`config.mk`:
```
export PLATFORM = sky130hd
export DESIGN_NAME = booth_pp_accum_flat
export DESIGN_NICKNAME = d
export VERILOG_FILES = /design/src/rtl/booth_pp_accum_if.sv /design/src/rtl/booth_pp_accum.sv /design/src/flat_wrapper.sv
export SDC_FILE = /design/constraint.sdc
export NUM_CORES = 1
export LEC_CHECK = 0
export ABC_AREA = 0
export BUFFER_PORTS_ARGS = -buffer_cell sky130_fd_sc_hd__buf_2
export CAP_MARGIN = 20
export CORE_MARGIN = 2
export CORE_UTILIZATION = 53
export DETAILED_ROUTE_END_ITERATION = 8
export GPL_TIMING_DRIVEN = 0
export PLACE_DENSITY = 0.76
export SLEW_MARGIN = 20
export SYNTH_ARGS = -nofsm -noshare
export SYNTH_HDL_FRONTEND = slang
export SYNTH_SLANG_ARGS = --single-unit
```
`constraint.sdc`:
```
create_clock -name clk -period 2.6 [get_ports clk]
set_input_delay 0.39 -clock clk [delete_from_list [all_inputs] [get_ports clk]]
set_output_delay 0.39 -clock clk [all_outputs]
set_load 0.02 [all_outputs]
```
`src/rtl/booth_pp_accum_if.sv`:
```
// Handshake bundle between the Booth partial-product stage and its accumulator.
// The master drives the digits and consumes the product; the slave accumulates them.
interface booth_pp_accum_if #(
  parameter int W = 8
);
  logic           clr;
  logic           in_valid;
  logic           in_ready;
  logic [W:0]     pp;
  logic           cpl;
  logic           out_valid;
  logic           out_ready;
  logic [2*W-1:0] product;

  modport master (
    output clr, in_valid, pp, cpl, out_ready,
    input  in_ready, out_valid, product
  );

  modport slave (
    input  clr, in_valid, pp, cpl, out_ready,
    output in_ready, out_valid, product
  );
endinterface

```
`src/rtl/booth_pp_accum.sv`:
```
// Sequential back end of a radix-4 Booth multiplier: sums W/2 weighted digits,
// LSB digit first, and presents the 2W-bit signed product on a valid/ready port.
module booth_pp_accum #(
  parameter int W = 8
) (
  input  logic            clk,
  input  logic            rst,
  booth_pp_accum_if.slave bus
);
  localparam int N  = W / 2;
  localparam int CW = $clog2(N);
  localparam int AW = 2 * W + 2;

  typedef enum logic [1:0] {IDLE, ACC, DONE} state_t;

  state_t         state_reg;
  logic [CW-1:0]  cnt_reg;
  logic [AW-1:0]  acc_reg;
  logic [2*W-1:0] product_reg;
  logic           out_valid_reg;

  logic [W+1:0]   digit;
  logic [AW-1:0]  term;
  logic [AW-1:0]  acc_sum;
  logic           accept;

  // pp is one's-complemented for negative digits; cpl completes the negation.
  assign digit   = {bus.pp[W], bus.pp} + {{(W+1){1'b0}}, bus.cpl};
  assign term    = {{(AW-W-2){digit[W+1]}}, digit} << {cnt_reg, 1'b0};
  assign acc_sum = acc_reg + term;

  assign bus.in_ready  = !bus.clr && ((state_reg != DONE) || bus.out_ready);
  assign accept        = bus.in_valid && bus.in_ready;
  assign bus.out_valid = out_valid_reg;
  assign bus.product   = product_reg;

  always_ff @(posedge clk or posedge rst) begin
    if (rst) begin
      state_reg     <= IDLE;
      cnt_reg       <= '0;
      acc_reg       <= '0;
      product_reg   <= '0;
      out_valid_reg <= 1'b0;
    end else if (bus.clr) begin
      state_reg     <= IDLE;
      cnt_reg       <= '0;
      acc_reg       <= '0;
      out_valid_reg <= 1'b0;
    end else begin
      case (state_reg)
        IDLE, ACC: begin
          if (accept) begin
            if (cnt_reg == CW'(N - 1)) begin
              state_reg     <= DONE;
              cnt_reg       <= '0;
              acc_reg       <= acc_sum;
              product_reg   <= acc_sum[2*W-1:0];
              out_valid_reg <= 1'b1;
            end else begin
              state_reg <= ACC;
              cnt_reg   <= cnt_reg + CW'(1);
              acc_reg   <= acc_sum;
            end
          end
        end
        DONE: begin
          if (bus.out_ready) begin
            out_valid_reg <= 1'b0;
            // cnt_reg is zero here, so term is the unshifted first digit.
            if (accept) begin
              state_reg <= ACC;
              cnt_reg   <= CW'(1);
              acc_reg   <= term;
            end else begin
              state_reg <= IDLE;
              cnt_reg   <= '0;
              acc_reg   <= '0;
            end
          end
        end
        default: begin
          state_reg     <= IDLE;
          cnt_reg       <= '0;
          acc_reg       <= '0;
          out_valid_reg <= 1'b0;
        end
      endcase
    end
  end
endmodule

```
`src/flat_wrapper.sv`:
```
// flat-port wrapper written by rule: the top's interface ports become plain ports
module booth_pp_accum_flat 
#(
  parameter int W = 8
)
  (clk, rst, bus_clr, bus_in_valid, bus_pp, bus_cpl, bus_out_ready, bus_in_ready, bus_out_valid, bus_product);
  booth_pp_accum_if #(.W(W)) bus_i ();
  input  logic clk;
  input  logic rst;
  input wire logic [$bits(bus_i.clr)-1:0] bus_clr;
  input wire logic [$bits(bus_i.in_valid)-1:0] bus_in_valid;
  input wire logic [$bits(bus_i.pp)-1:0] bus_pp;
  input wire logic [$bits(bus_i.cpl)-1:0] bus_cpl;
  input wire logic [$bits(bus_i.out_ready)-1:0] bus_out_ready;
  output wire logic [$bits(bus_i.in_ready)-1:0] bus_in_ready;
  output wire logic [$bits(bus_i.out_valid)-1:0] bus_out_valid;
  output wire logic [$bits(bus_i.product)-1:0] bus_product;
  assign bus_i.clr = bus_clr;
  assign bus_i.in_valid = bus_in_valid;
  assign bus_i.pp = bus_pp;
  assign bus_i.cpl = bus_cpl;
  assign bus_i.out_ready = bus_out_ready;
  assign bus_in_ready = bus_i.in_ready;
  assign bus_out_valid = bus_i.out_valid;
  assign bus_product = bus_i.product;
  booth_pp_accum #(.W(W)) u_core (.clk(clk), .rst(rst), .bus(bus_i));
endmodule
```
==> results of run 1 <==
-- worst reg2reg max path, cell delays in order, from the launching register on --
cell      delay [ns]
dfrtp_2         0.48
mux2_4          0.35
a211oi_4        0.23
a31oi_4         0.07
mux2_4          0.30
ha_4            0.31
nand4_1         0.17
o211ai_1        0.33
nand2b_1        0.14
xnor2_2         0.19
a221o_1         0.33
-- power by group through the flow --
stage	registers, mW	logic [mW]	clock network (mW)
2_1_floorplan	0.933	0.844	0
3_3_place_gp	0.816	1.23	0
3_5_place_dp	0.822	1.26	0
4_1_cts	0.823	1.47	0.412
5_1_grt	0.853	1.93	0.443
6_report	0.838	1.82	0.408
-- synthesized netlist by cell type (4+ instances only) --
| library cell | n |
|---|---|
| inv_1 | 4 |
| ha_1 | 18 |
| a21oi_1 | 21 |
| a31oi_1 | 6 |
| xor2_1 | 8 |
| a22o_1 | 6 |
| o21ai_1 | 4 |
| nor2_1 | 21 |
| nand3_1 | 9 |
| nor3_1 | 6 |
| xnor2_1 | 9 |
| nand2_1 | 33 |
| mux2_2 | 7 |
| dfrtp_1 | 37 |
| a22oi_1 | 5 |
| a221o_1 | 5 |
| and2_1 | 4 |
| a21o_1 | 13 |
| o21ai_0 | 27 |
| buf_2 | 7 |
| clkbuf_1 | 5 |
-- layout by cell type, fill, tap and decap left out, types with 3 or more instances in the layout --
cell type | synthesis | routed
xnor2_1 | 9 | 8
nor2_1 | 21 | 19
mux2_4 | 1 | 4
dfrtp_1 | 37 | 35
nor3_1 | 6 | 5
o21ai_1 | 4 | 8
xor2_1 | 8 | 5
inv_1 | 4 | 3
clkbuf_1 | 5 | 3
a211oi_1 | 3 | 3
o211ai_1 | 3 | 3
nand2b_1 | 3 | 3
a22o_1 | 6 | 6
buf_2 | 7 | 31
a21oi_4 | 1 | 3
o21ai_0 | 27 | 16
ha_4 | 0 | 12
a21o_1 | 13 | 13
a21oi_2 | 2 | 5
xor2_2 | 0 | 3
clkbuf_8 | 0 | 6
a221o_1 | 5 | 5
mux2_2 | 7 | 4
o21ai_2 | 0 | 6
a22oi_1 | 5 | 5
buf_6 | 1 | 12
nand2_1 | 33 | 32
buf_4 | 3 | 28
nor2_4 | 2 | 4
and2_1 | 4 | 3
nand3_1 | 9 | 7
ha_1 | 18 | 6
a21oi_1 | 21 | 16
-- how the worst max path moves through the flow --
stage,to,depth (start not counted)
final,u_core.acc_reg[10],10
after floorplan,u_core.acc_reg[11],14
after detailed placement,u_core.acc_reg[11],15
after global routing,u_core.acc_reg[10],11
after global placement,u_core.acc_reg[11],15
after CTS,u_core.acc_reg[11],12
-- metal layers --
| layer | share of wire | wire [microns] | up-vias | global-route usage |
|---|---|---|---|---|
| met4 | 0.032 | 290 | 0 | 0.09821 |
| met1 | 0.42 | 3782 | 1450 | 0.3456 |
| met2 | 0.49 | 4462 | 141 | 0.4629 |
| met5 | 0 | 0 | - | 0 |
| li1 | - | - | 1332 | - |
| met3 | 0.058 | 522 | 30 | 0.04651 |
-- final cells by class --
| cell class | instances | area (sq um) | area share |
|---|---|---|---|
| sequential | 37 | 928.4 | 0.2327 |
| inverter | 7 | 32.53 | 0.008153 |
| timing repair buffer | 63 | 465.4 | 0.1167 |
| buffer | 15 | 102.6 | 0.02571 |
| clock buffer | 5 | 68.82 | 0.01725 |
| clock inverter | 3 | 17.52 | 0.004390 |
| tap | 70 | 87.58 | 0.02195 |
| multi-input combinational | 261 | 2287 | 0.5732 |
-- timing repair --
action / in CTS / in global routing
pin swaps: 26 / 35
buffers inserted: 18 / 16
endpoints found under the setup margin: 21 / 20
gates resized for setup: 33 / 53
hold buffers: 0 / 0
hold endpoints to repair: 0 / 0
-- cells by family after synthesis --
family / count (synthesis)
multiplexers: 10
flip-flops: 37
AND/OR/NAND/NOR: 98
buffers and inverters: 25
AO/OA/AOI/OAI: 117
XOR/XNOR: 17
adder cells (fa/ha/maj): 19
-- stage by stage --
| step | hold slack [ns] | setup WS, ns | power [mW] |
|---|---|---|---|
| finish | 0.08601 | -0.4233 | 3.069 |
| global route | 0.1031 | -0.4785 | 3.231 |
| CTS | 0.09584 | -0.3780 | 2.706 |
| detailed placement | 0.4189 | -0.8206 | 2.087 |
| global placement | 0.4563 | -0.7295 | 2.048 |
| floorplan | 0.4723 | -0.3294 | 1.777 |
==> results.toml, run 1 <==
[route]
drc = 0
final_antenna_net_count = 0
first_iter_violations = 221
dr.pass1.iters = 5
routed_wirelength_microns = 9056
avgViaCountPerCell = 6.406
wl_per_cell_microns = 19.64
num_vias = 2953

[sta]
worst_slack_ns = -0.4233
finalHoldViolations = 0
fmax_mhz = 330.8
rsz0062_at_grt = "yes"
clock_skew_ns = 0.009151
relSlewSlack = 0.6094
fin_crit_sh = 1.163
fin_crit_ns = 3.023
worstMarginPinSlew_ns = 0.5858
finalSetupViolCount = 20
final-max-slew-violation-count = 0
tns_ns = -4.641

[placed_design]
dp_hpwl_microns = 5466
place_inst = 422
gp_congestion = 0.9121
place_area_sq_um = 3234
port_buffers = 28

[synthesis]
ys.flop_type = "dfrtp_1"
synthAdderAreaFrac = 0.08496
synthCells = 323
synth_xor_area_frac = 0.05158
yosys.area.top_type_share = 0.3208
synthesis.nets = 357
async_flop_share = 1.000
synth-edff-count = 0
avgSynthCellArea_sq_um = 8.937
synth_compound_area_frac = 0.2831
synthSimpleGateAreaFrac = 0.1756
synth.area.mux_share = 0.03945
yosys_register_bits = 37
synth_top_family_by_area = "compound AO/OA/AOI/OAI gates"
ys_types = 64
yosys-top-cells-area = "dfrtp_1 32%, ha_1 7.8%, o21ai_0 4.7%"
synth-seq-area-share = 0.3208
syn-cell-area_sq_um = 2887
ys_warn_count = 0
yosys.area.top_type = "dfrtp_1"

[clock_tree]
path_clk_slew_ns = 0.08
insertion_delay_ns = 0.30
cts.sinks = 37
htreeDepth = 2
cts_buffer_depth = 2
cts_buffers = 5
cts-root-buf = "clkbuf_8"
cts_tree = "done"

[cells_and_area]
fin_util = 0.7714
areaGrowthSynthToFinish_pct = 38.23
diodes = 0
fin_area_sq_um = 3990
drive_gt1_frac = 0.4297
layout.nets = 424
fill_cells = 315
stdcell_count = 461

[critical_path]
worstPathArrival_ns = 3.20
max_stage_delay_ns = 0.48
worst_r2r_endpoint = "u_core.acc_reg[10]"
crit_top_cell = "mux2_4"
rr_worst_depth = 10
r2r-start = "u_core.cnt_reg[0]"
critPathLaunchType = "register"
worstPathMaxFanout = 6
crit_type = "reg -> reg"
crit_buf_inv = 0
regToRegSetupSlack_ns = -0.42
critPathRequiredTime_ns = 2.78
crit_family = "compound AO/OA/AOI/OAI gates"
crit_slowest_cell = "dfrtp_2"
startpoint = "u_core.cnt_reg[0]"
worstPathCellList = "mux2_4 -> a211oi_4 -> a31oi_4 -> mux2_4 -> ha_4 -> nand4_1 -> o211ai_1 -> nand2b_1 -> xnor2_2 -> a221o_1"
worstSetupEndpointType = "register"

[hold_path]
min-delay-path-class = "in -> async"

[grt]
gr-total-overflow = 0
antenna_found_initial = 0
grt_pass1_wl_microns = 13050
grt_max_degree = 21
grt_pass1_vias = 2699
track_usage = 0.2721

[floorplanning]
die_x_microns = 77.80
core_area_sq_um = 5172
io_pins = 33
die_h_microns = 77.80
row_count = 26
die-area_sq_um = 6053
start_util = 0.5581

[power]
seqPwrFrac = 0.273
p_int_mw = 1.768
p_clk_frac = 0.133
p_per_area_nw_per_um2 = 769.2
ir_drop_mv = 0.4931
combPwrFrac = 0.594
p_leak_nw = 1.763
power_switching_mw = 1.301
p_sw_frac = 0.4238

[run]
maxCapViolCount = 0

[status]
failed_checks = "negative setup slack"
status = "finished, violations left"
Power figures use the tool's default switching activity.
==> run 2: changes to the inputs <==
--- a/config.mk
+++ b/config.mk
@@ -8,11 +8,12 @@
 export ABC_AREA = 0
 export BUFFER_PORTS_ARGS = -buffer_cell sky130_fd_sc_hd__buf_2
 export CAP_MARGIN = 20
+export CORE_ASPECT_RATIO = 0.6
 export CORE_MARGIN = 2
-export CORE_UTILIZATION = 53
+export CORE_UTILIZATION = 45
 export DETAILED_ROUTE_END_ITERATION = 8
 export GPL_TIMING_DRIVEN = 0
-export PLACE_DENSITY = 0.76
+export PLACE_DENSITY = 0.67
 export SLEW_MARGIN = 20
 export SYNTH_ARGS = -nofsm -noshare
 export SYNTH_HDL_FRONTEND = slang
==> results.toml, run 2 (synthesis results as in run 1) <==
[grt]
grt_max_degree = 21
grt_pass1_wl_microns = 13350
antenna_found_initial = 0
track_usage = 0.2446
grt_pass1_vias = 2624
gr-total-overflow = 0

[sta]
finalSetupViolCount = 17
final-max-slew-violation-count = 0
worst_slack_ns = -0.4081
fin_crit_ns = 3.008
worstMarginPinSlew_ns = 0.5369
finalHoldViolations = 0
relSlewSlack = 0.6421
clock_skew_ns = 0.006633
rsz0062_at_grt = "yes"
fmax_mhz = 332.4
fin_crit_sh = 1.157
timing.hold.ws_ns = 0.09415

[clock_tree]
cts_tree = "done"
htreeDepth = 2
path_clk_slew_ns = 0.08
cts_buffers = 5
cts_hold_buf = 0
cts-root-buf = "clkbuf_8"
cts_buffer_depth = 2
cts.sinks = 37
insertion_delay_ns = 0.30

[critical_path]
max_stage_delay_ns = 0.47
critPathRequiredTime_ns = 2.78
worst_r2r_endpoint = "u_core.acc_reg[10]"
regToRegSetupSlack_ns = -0.41
crit_type = "reg -> reg"
worstPathMaxFanout = 6
r2r-start = "u_core.cnt_reg[0]"
crit_slowest_cell = "dfrtp_2"
worstPathArrival_ns = 3.19
worstSetupEndpointType = "register"
worstPathCellList = "buf_6 -> mux2_4 -> a211oi_2 -> a31oi_1 -> mux2_4 -> ha_4 -> nand4_1 -> o211ai_1 -> nand2b_1 -> xnor2_2 -> a221o_1"
crit_top_cell = "mux2_4"
critPathLaunchType = "register"
rr_worst_depth = 11

[cells_and_area]
final_cell_mix = "36 x dfrtp_1, 33 x nand2_1, 31 x buf_2"
fill_cells = 518
multiInputGateArea_sq_um = 2261
fin_area_sq_um = 3966
drive_gt1_frac = 0.4205
areaGrowthSynthToFinish_pct = 37.41
regArea_sq_um = 927.1
diodes = 0
layout.nets = 425
fin_util = 0.6433
layout_commonest_cell = "dfrtp_1"

[status]
status = "finished, violations left"
failed_checks = "negative setup slack"

[power]
power_switching_mw = 1.296
p_leak_nw = 1.774
p_per_area_nw_per_um2 = 777.0
combPwrFrac = 0.603
ir_drop_mv = 0.4514
p_int_mw = 1.786
p_clk_frac = 0.126
seqPwrFrac = 0.271
totalPowerFinal_mw = 3.082
p_sw_frac = 0.4205

[route]
avgViaCountPerCell = 6.034
drc = 0
final_antenna_net_count = 0
wl_per_cell_microns = 18.42
routed_wirelength_microns = 8729
first_iter_violations = 212
dr.pass1.iters = 7
num_vias = 2860

[floorplanning]
die-area_sq_um = 7092
core_area_sq_um = 6166
io_pins = 33
row_count = 22
die_x_microns = 107.4
die_h_microns = 66.04
start_util = 0.4681

[placed_design]
port_buffers = 28
place_area_sq_um = 3252
dp_hpwl_microns = 5748
dp_worst_setup_slack_ns = -0.8331
gp_congestion = 0.8990

[hold_path]
min-delay-path-class = "in -> async"

[run]
maxCapViolCount = 0
## run 2: cell count changes in the layout (fill, tap and decap cells not counted), moves of 3 or more
cell / before / now
ha_2: 0 / 3
ha_4: 12 / 9
o21ai_0: 16 / 11
o21ai_1: 8 / 13
## run 2: power by group through the flow
stage	sequential (mW)	clock (mW)	combinational (mW)
5_1_grt	0.849	0.420	1.99
3_5_place_dp	0.825	0	1.28
2_1_floorplan	0.933	0	0.844
6_report	0.835	0.389	1.86
3_3_place_gp	0.822	0	1.26
4_1_cts	0.823	0.398	1.52
## run 2: through the flow
| stage | setup TNS (ns) | cells |
|---|---|---|
| 6_report | -4.954 | 474 |
| 5_1_grt | -6.476 | 474 |
| 4_1_cts | -3.590 | 460 |
| 3_5_place_dp | -10.55 | 436 |
| 3_3_place_gp | -10.25 | 435 |
| 2_1_floorplan | -1.590 | 323 |
## run 2: final cells by class
type | instances | area share
repair buffers | 64 | 0.1183
inverters | 7 | 0.006940
clock buffers | 5 | 0.01735
plain buffers | 15 | 0.02587
clock inverters | 1 | 0.001262
multi-input cells | 261 | 0.5700
well taps | 84 | 0.02650
flip-flops and latches | 37 | 0.2338
## run 2: worst max path at each step
| stage | from | endpoint | slack [ns] | cells past startpoint |
|---|---|---|---|---|
| floorplan | bus_pp[0] | u_core.acc_reg[11] | -0.33 | 14 |
| global placement | bus_pp[0] | u_core.acc_reg[11] | -0.81 | 15 |
| detailed placement | bus_pp[0] | u_core.acc_reg[11] | -0.83 | 15 |
| CTS | u_core.cnt_reg[0] | u_core.acc_reg[11] | -0.37 | 12 |
| global route | u_core.cnt_reg[0] | u_core.acc_reg[11] | -0.50 | 13 |
| finish | u_core.cnt_reg[0] | u_core.acc_reg[10] | -0.41 | 11 |
## run 2: what timing repair did
action                     4_1_cts  5_1_grt
pin swaps                       30       24
setup endpoints to repair       23       23
resized for setup               46       43
buffers inserted                21       14
## run 2: worst max-delay path: cells and delay by family, from the launching register on
family | cells | cell delay (ns)
AND/OR/NAND/NOR | 2 | 0.31
flip-flops | 1 | 0.47
buffers and inverters | 1 | 0.14
XOR/XNOR | 1 | 0.20
multiplexers | 2 | 0.61
AO/OA/AOI/OAI | 4 | 0.84
adder cells (fa/ha/maj) | 1 | 0.32
## run 2: metal layers
layer / global-route usage / part of all wire
met1: 0.3704 / 0.47
met2: 0.3552 / 0.44
met5: 0 / 0
met4: 0.06250 / 0.010
met3: 0.04729 / 0.080
